`src/rtl/branch_predictor.sv`:
```
// IF-stage branch predictor and BTB: direct-mapped table of 2-bit counters with tags and targets.
// Lookup is combinational; the IF/ID record holds under stall; training waits for an unstalled, unflushed cycle.
module branch_predictor #(
   parameter int IDX_W = 4,
   parameter int CNT_W = 16
) (
   input  logic             CLK,
   input  logic             RST,
   input  logic [15:0]      pc_i,
   input  logic             stall_i,
   input  logic             flush_i,
   output logic             prediction_o,
   output logic             hit_o,
   output logic [15:0]      target_o,
   output logic             prediction_id_o,
   output logic [15:0]      pc_id_o,
   input  logic             isbranch_i,
   input  logic             ifbranch_i,
   input  logic [15:0]      target_i,
   input  logic             precorrc_i,
   input  logic             prewrong_i,
   output logic [CNT_W-1:0] branch_cnt_o,
   output logic [CNT_W-1:0] miss_cnt_o
);

   localparam int ENTRIES = 1 << IDX_W;
   localparam int TAG_W   = 16 - IDX_W;

   typedef struct packed {
      logic             valid;
      logic [TAG_W-1:0] tag;
      logic [15:0]      target;
      logic [1:0]       ctr;
   } entry_t;

   typedef struct packed {
      logic [15:0] pc;
      logic        pred;
      logic        valid;
   } id_rec_t;

   localparam entry_t ENTRY_RST = '{valid: 1'b0, tag: '0, target: 16'h0000, ctr: 2'b01};

   entry_t           tbl_q [ENTRIES];
   id_rec_t          id_q;
   logic [CNT_W-1:0] branch_cnt_q;
   logic [CNT_W-1:0] miss_cnt_q;

   entry_t           rd_e;
   entry_t           old_e;
   entry_t           wr_e;
   logic             wr_en;
   logic [IDX_W-1:0] wr_idx;
   logic [TAG_W-1:0] wr_tag;
   logic             tag_match;
   logic             upd;

   assign rd_e         = tbl_q[pc_i[IDX_W-1:0]];
   assign hit_o        = rd_e.valid && (rd_e.tag == pc_i[15:IDX_W]);
   assign prediction_o = hit_o && rd_e.ctr[1];
   assign target_o     = hit_o ? rd_e.target : 16'h0000;

   assign prediction_id_o = id_q.pred;
   assign pc_id_o         = id_q.pc;
   assign branch_cnt_o    = branch_cnt_q;
   assign miss_cnt_o      = miss_cnt_q;

   // Non-branches also get a prewrong verdict, so isbranch_i must qualify training.
   assign upd       = id_q.valid && isbranch_i && (precorrc_i || prewrong_i) && !stall_i && !flush_i;
   assign wr_idx    = id_q.pc[IDX_W-1:0];
   assign wr_tag    = id_q.pc[15:IDX_W];
   assign old_e     = tbl_q[wr_idx];
   assign tag_match = old_e.valid && (old_e.tag == wr_tag);

   always_comb begin
      wr_en = 1'b0;
      wr_e  = old_e;
      if (upd) begin
         if (tag_match) begin
            wr_en = 1'b1;
            if (ifbranch_i) begin
               if (old_e.ctr != 2'b11) wr_e.ctr = old_e.ctr + 2'b01;
               wr_e.target = target_i;
            end else if (old_e.ctr != 2'b00) begin
               wr_e.ctr = old_e.ctr - 2'b01;
            end
         end else if (ifbranch_i) begin
            wr_en = 1'b1;
            wr_e  = '{valid: 1'b1, tag: wr_tag, target: target_i, ctr: 2'b10};
         end
      end
   end

   always_ff @(posedge CLK) begin
      if (!RST) begin
         for (int i = 0; i < ENTRIES; i++) tbl_q[i] <= ENTRY_RST;
         id_q         <= '0;
         branch_cnt_q <= '0;
         miss_cnt_q   <= '0;
      end else begin
         if (wr_en) tbl_q[wr_idx] <= wr_e;

         if (flush_i) begin
            id_q.valid <= 1'b0;
            id_q.pred  <= 1'b0;
         end else if (!stall_i) begin
            id_q <= '{pc: pc_i, pred: prediction_o, valid: 1'b1};
         end

         // Both verdicts high lands here as a miss through prewrong_i.
         if (upd) begin
            if (branch_cnt_q != '1) branch_cnt_q <= branch_cnt_q + 1'b1;
            if (prewrong_i && (miss_cnt_q != '1)) miss_cnt_q <= miss_cnt_q + 1'b1;
         end
      end
   end

endmodule

```
`config.mk`:
```
export PLATFORM = sky130hd
export DESIGN_NAME = branch_predictor
export DESIGN_NICKNAME = d
export VERILOG_FILES = /design/src/rtl/branch_predictor.sv
export SDC_FILE = /design/constraint.sdc
export NUM_CORES = 1
export LEC_CHECK = 0
export BUFFER_PORTS_ARGS = -buffer_cell sky130_fd_sc_hd__buf_2
export CORE_UTILIZATION = 55
export CTS_CLUSTER_SIZE = 40
export DETAILED_ROUTE_END_ITERATION = 6
export PLACE_DENSITY_LB_ADDON = 0.25
export SYNTH_ARGS = -nofsm -noshare
export SYNTH_HDL_FRONTEND = slang
export SYNTH_SLANG_ARGS = --single-unit
```
`constraint.sdc`:
```
create_clock -name CLK -period 19.9 [get_ports CLK]
set_input_delay 5.97 -clock CLK [delete_from_list [all_inputs] [get_ports CLK]]
set_output_delay 5.97 -clock CLK [all_outputs]
set_load 0.01 [all_outputs]
```
; ---- Yosys cells after proc, flatten, opt, wreduce, memory -nomap -nowiden
; Memory sizes are Yosys's and may differ from the RTL's. A register that Yosys moved wholly into a read port is not among the register bits.
; Index checks and enable logic that the tools add are counted.
[classes]
n_mux = 21
addsub = 4
reduce_logical = 17
eq_ne = 5
bitwise_logic = 3
[ops]
columns = cell, n
row1 = 31-bit two-way mux, 3
row2 = 16-bit by 1-bit adder with 16-bit output (second input constant), 2
row3 = 16-bit two-way mux, 2
row4 = 16-bit inequality test (second input constant), 2
row5 = 31-bit OR reduction, 1
row6 = 12-bit == test, 2
row7 = 18-bit two-way mux, 1
row8 = 13-bit two-way mux, 1
row9 = 4-bit two-way mux, 3
row10 = 1-bit logical AND, 8
row11 = 1-bit two-way mux, 8
row12 = 2-bit two-way mux, 3
row13 = 2-bit AND reduction, 3
row14 = 1-bit NOT, 3
row15 = 2-bit by 1-bit adder with 2-bit output (second input constant), 1
row16 = 1-bit zero test, 2
row17 = 2-bit inequality test (second input constant), 1
row18 = 2-bit nonzero test, 1
row19 = 2-bit OR reduction, 1
row20 = 2-bit by 1-bit subtractor with 2-bit output (second input constant), 1
row21 = 1-bit logical OR, 1
[word_totals]
word_cells = 56
in_bits = 40
ramBits = 496
output_inout_bits = 67
n_memories = 1
regBits = 50
[mem_list]
columns = memory, words, width, rd, rd_clocked_by_memory_dff, write_ports, line_no
row1 = tbl_q, 16, 31, 2, 1, 16, 44  ; entry_t tbl_q [ENTRIES];

; ---- Depth between registers and ports, before layout
[logic_depth]
depth_word = 10
depth_mapped = 14

; ---- Worst setup path after synthesis
; OpenSTA, ideal clock, no wires.
[synth_timing]
path_kind = input to output
startpoint = input port pc_i[0]
endpoint = output port target_o[10]
n_path_buf = 6
slack_ns = 4.867
cell_stages = 9
arrival_ns = 9.063
cell_sequence = clkbuf_1 > buf_2 > buf_2 > buf_2 > buf_2 > buf_1 > mux4_2 > mux4_2 > nor2b_1
[synth_between]
elab_chain_len = 4
[synth_rtl]
columns = item, line_no
row1 = start: declaration, 9  ; input logic [15:0] pc_i,
row2 = memory read 16 x 31 bit *, --
row3 = 12-bit == test, 59  ; assign hit_o = rd_e.valid && (rd_e.tag == pc_i[15:IDX_W]);
row4 = 1-bit logical AND, 59
row5 = 16-bit two-way mux *, 61  ; assign target_o = hit_o ? rd_e.target : 16'h0000;
row6 = end: declaration, 14  ; output logic [15:0] target_o,
; Every way passes the cells marked *; elsewhere a longest branch is shown, timed or not.

; ---- Final worst setup path
[layout_timing]
startpoint = input port pc_i[0]
endpoint = output port target_o[1]
; Same word-level chain as after synthesis.

==> key figures <==
Run status
  • Outcome: finished clean

Global route
  • Largest net degree at the start of global routing: 71
  • GR Overflow Total: 0
  • Total track usage: 0.331
  • Vias in the first global route: 19282
  • Initial antenna violation count: 1
  • First-pass GRT wire length: 126000 um

Detailed routing
  • Drt wl/cell: 31.5 um
  • DRC viols: 0
  • Routed vias/inst: 6.99
  • Routed Antenna Nets: 0
  • DRT iter0 DRCs: 2649
  • Vias: 19249
  • Final WL: 86800 um
  • Detailed-router iteration count before antenna repair: 7

Clocking
  • Num Clock Sinks: 550
  • Htree depth: 2
  • Post_cts resized: 0
  • Clock latency on the worst-skew pair: 0.63 ns
  • CTS Buf Count: 57
  • TritonCTS clock tree: done
  • Setup repair bufs after CTS: 0
  • Clock buffer depth: 3
  • Clock root buffer: clkbuf_16
  • Post-CTS Hold Fix Bufs: 0
  • Worst-path clk slew: 0.06 ns

STA
  • Final worst path period share: 0.839
  • Clk_skew: 0.0192 ns
  • RSZ-0062 raised after global routing: false
  • Slew Limit Fails: 0
  • Worst slew pin tran: 1.31 ns
  • Fmax achieved: 0.0599 GHz
  • Final Hold Vio Count: 0
  • Final setup viols: 0
  • Final min period: 16.69 ns
  • Setup_tns: 0 ns
  • Slew Limit Headroom: 0.101

Placed design
  • IO Port Bufs: 106
  • RePlAce Congestion: 0.854
  • Placed cells: 2648
  • Dpl hpwl: 47800 um

Worst setup path
  • Crit Path Max Fanout: 58
  • Worst setup SP type: primary input
  • Setup CP Type: primary input to primary output
  • Arrival time of the worst setup path: 10.72 ns
  • RR Endpoint: tbl_q[15][10]$_SDFFCE_PN0P_
  • Worst r2r path cells: 12
  • FF-to-FF setup slack: 13.04 ns
  • Worst setup EP type: primary output
  • CP required: 13.93 ns

Hold path
  • HP Class: flip-flop to flip-flop
  • Sink of the worst hold path: prediction_id_o$_SDFFE_PP0N_
  • Hold path start: prediction_id_o$_SDFFE_PP0N_
  • Hold Crit Depth: 2

Die
  • Initial Util: 0.558
  • DIE HEIGHT: 231 um
  • Die area: 53200 um2
  • Die Span X: 231 um
  • # rows: 83
  • Core area: 51500 um2
  • Top-Level Pins: 107

Cells and area
  • Diodes inserted: 0
  • Finished Layout Cells: 2755
  • Share of post-route cells with drive strength above 1: 0.305
  • Nets@finish: 2070
  • Layout Area Growth over Synthesis: 10.1%

Synth
  • Synth area leaders: edfxtp_1, mux4_2, nor2_1
  • Count leader, synth: edfxtp_1
  • Mapped Area: 28800 um2
  • Post-Syn Nets: 2068
  • Yosys warnings: 0
  • Top post-synthesis cells by count: edfxtp_1, nor2_1, mux4_2, clkbuf_1, a21oi_1
  • Count of cell types in the netlist: 61
  • Post-synth EDFFs: 496
  • #FFs+latches synth: 550
  • Post-synth top area share: 0.518
  • Sequential share of the synthesized area: 0.555
  • Syn_area_per_cell: 14.2 um2
  • Ys flop type: edfxtp_1
  • Post-synth ARST share: 0
  • Largest area contributor in the netlist: edfxtp_1
  • Post-synthesis instance total: 2026

Job
  • Max_cap viols: 0

Pwr
  • Design Power: 2.72 mW
  • Cell Pwr Density: 86.0 nW/um2
  • Worst VDD drop: 0.0000657 V
  • Leak: 10.9 nW
==> cell type report <==
type                    instances  area (um2)
clock inverters                41         475
clock buffers                  65        1520
inverters                      25        93.8
repair buffers                162         965
fillers                      3875       19900
multi-input cells            1232       11800
flip-flops and latches        550       16000
well taps                     680         851
==> worst max-delay path, stage by stage <==
cell and delay, ns:
clkbuf_8 0.58, buf_4 0.64, mux4_2 0.59, mux4_2 0.49, xor2_1 0.17, nor4_1 0.44, nand4_1 0.13, or4_1 0.88
buf_4 0.36, nor2b_1 0.20, buf_2 0.16
==> how the worst max path moves through the flow <==
stage	start	endpoint	slack (ns)	cells past startpoint
floorplan	pc_i[0]	target_o[10]	4.87	9
global placement	pc_i[0]	target_o[1]	3.21	11
detailed placement	pc_i[0]	target_o[1]	3.24	11
CTS	pc_i[0]	target_o[1]	3.22	11
global route	pc_i[0]	target_o[1]	3.03	11
finish	pc_i[0]	target_o[1]	3.21	11
==> layer usage <==
metal | routed length [um] | share of wire | GRT usage
met5 | 0 | 0 | 0
met4 | 4330 | 0.050 | 0.160
met3 | 9450 | 0.11 | 0.0582
met2 | 42100 | 0.49 | 0.538
met1 | 30900 | 0.36 | 0.436
==> registers in the layout, indices dropped and copies added, names as in the netlist, named ones only <==
name	count
branch_cnt_o	16
id_q	1
prediction_id_o	1
tbl_q	496
pc_id_o	16
miss_cnt_o	16
==> cells in the final DEF, fill, tap and decap left out, types with 31 or more instances in the layout <==
cell / n
nor2_1: 311
mux2i_1: 56
nor3_1: 69
clkbuf_16: 60
dfxtp_1: 50
nand2_1: 67
nor2b_1: 31
a21oi_1: 93
buf_2: 103
nor3_2: 35
edfxtp_1: 496
buf_4: 58
mux4_2: 271
==> cell families after synthesis <==
kind of cell | synth area share
DFF | 0.555
xor gates and xnor gates | 0.0128
AOI/OAI and AO/OA | 0.0370
buffers and inverters | 0.0391
muxes | 0.241
adders and majority gates | 0.00122
and+or+nand+nor | 0.113
==> power by group <==
part	internal [mW]	switching, mW	leakage [nW]
clock network	0.678	0.467	0.976
registers	1.29	0.0266	5.51
logic	0.106	0.153	4.37
==> stage by stage <==
stage / instance area [um2] / utilization / setup WS (ns) / hold slack, ns
after floorplan: 28800 / - / 4.87 / 0.424
after global placement: 29600 / 0.575 / 3.21 / 0.449
after detailed placement: 29600 / 0.575 / 3.24 / 0.456
after CTS: 31600 / 0.614 / 3.22 / 0.467
after global routing: 31700 / 0.615 / 3.03 / 0.497
final: 31700 / 0.615 / 3.21 / 0.465
Note: power is estimated with default switching activity, not from simulation.
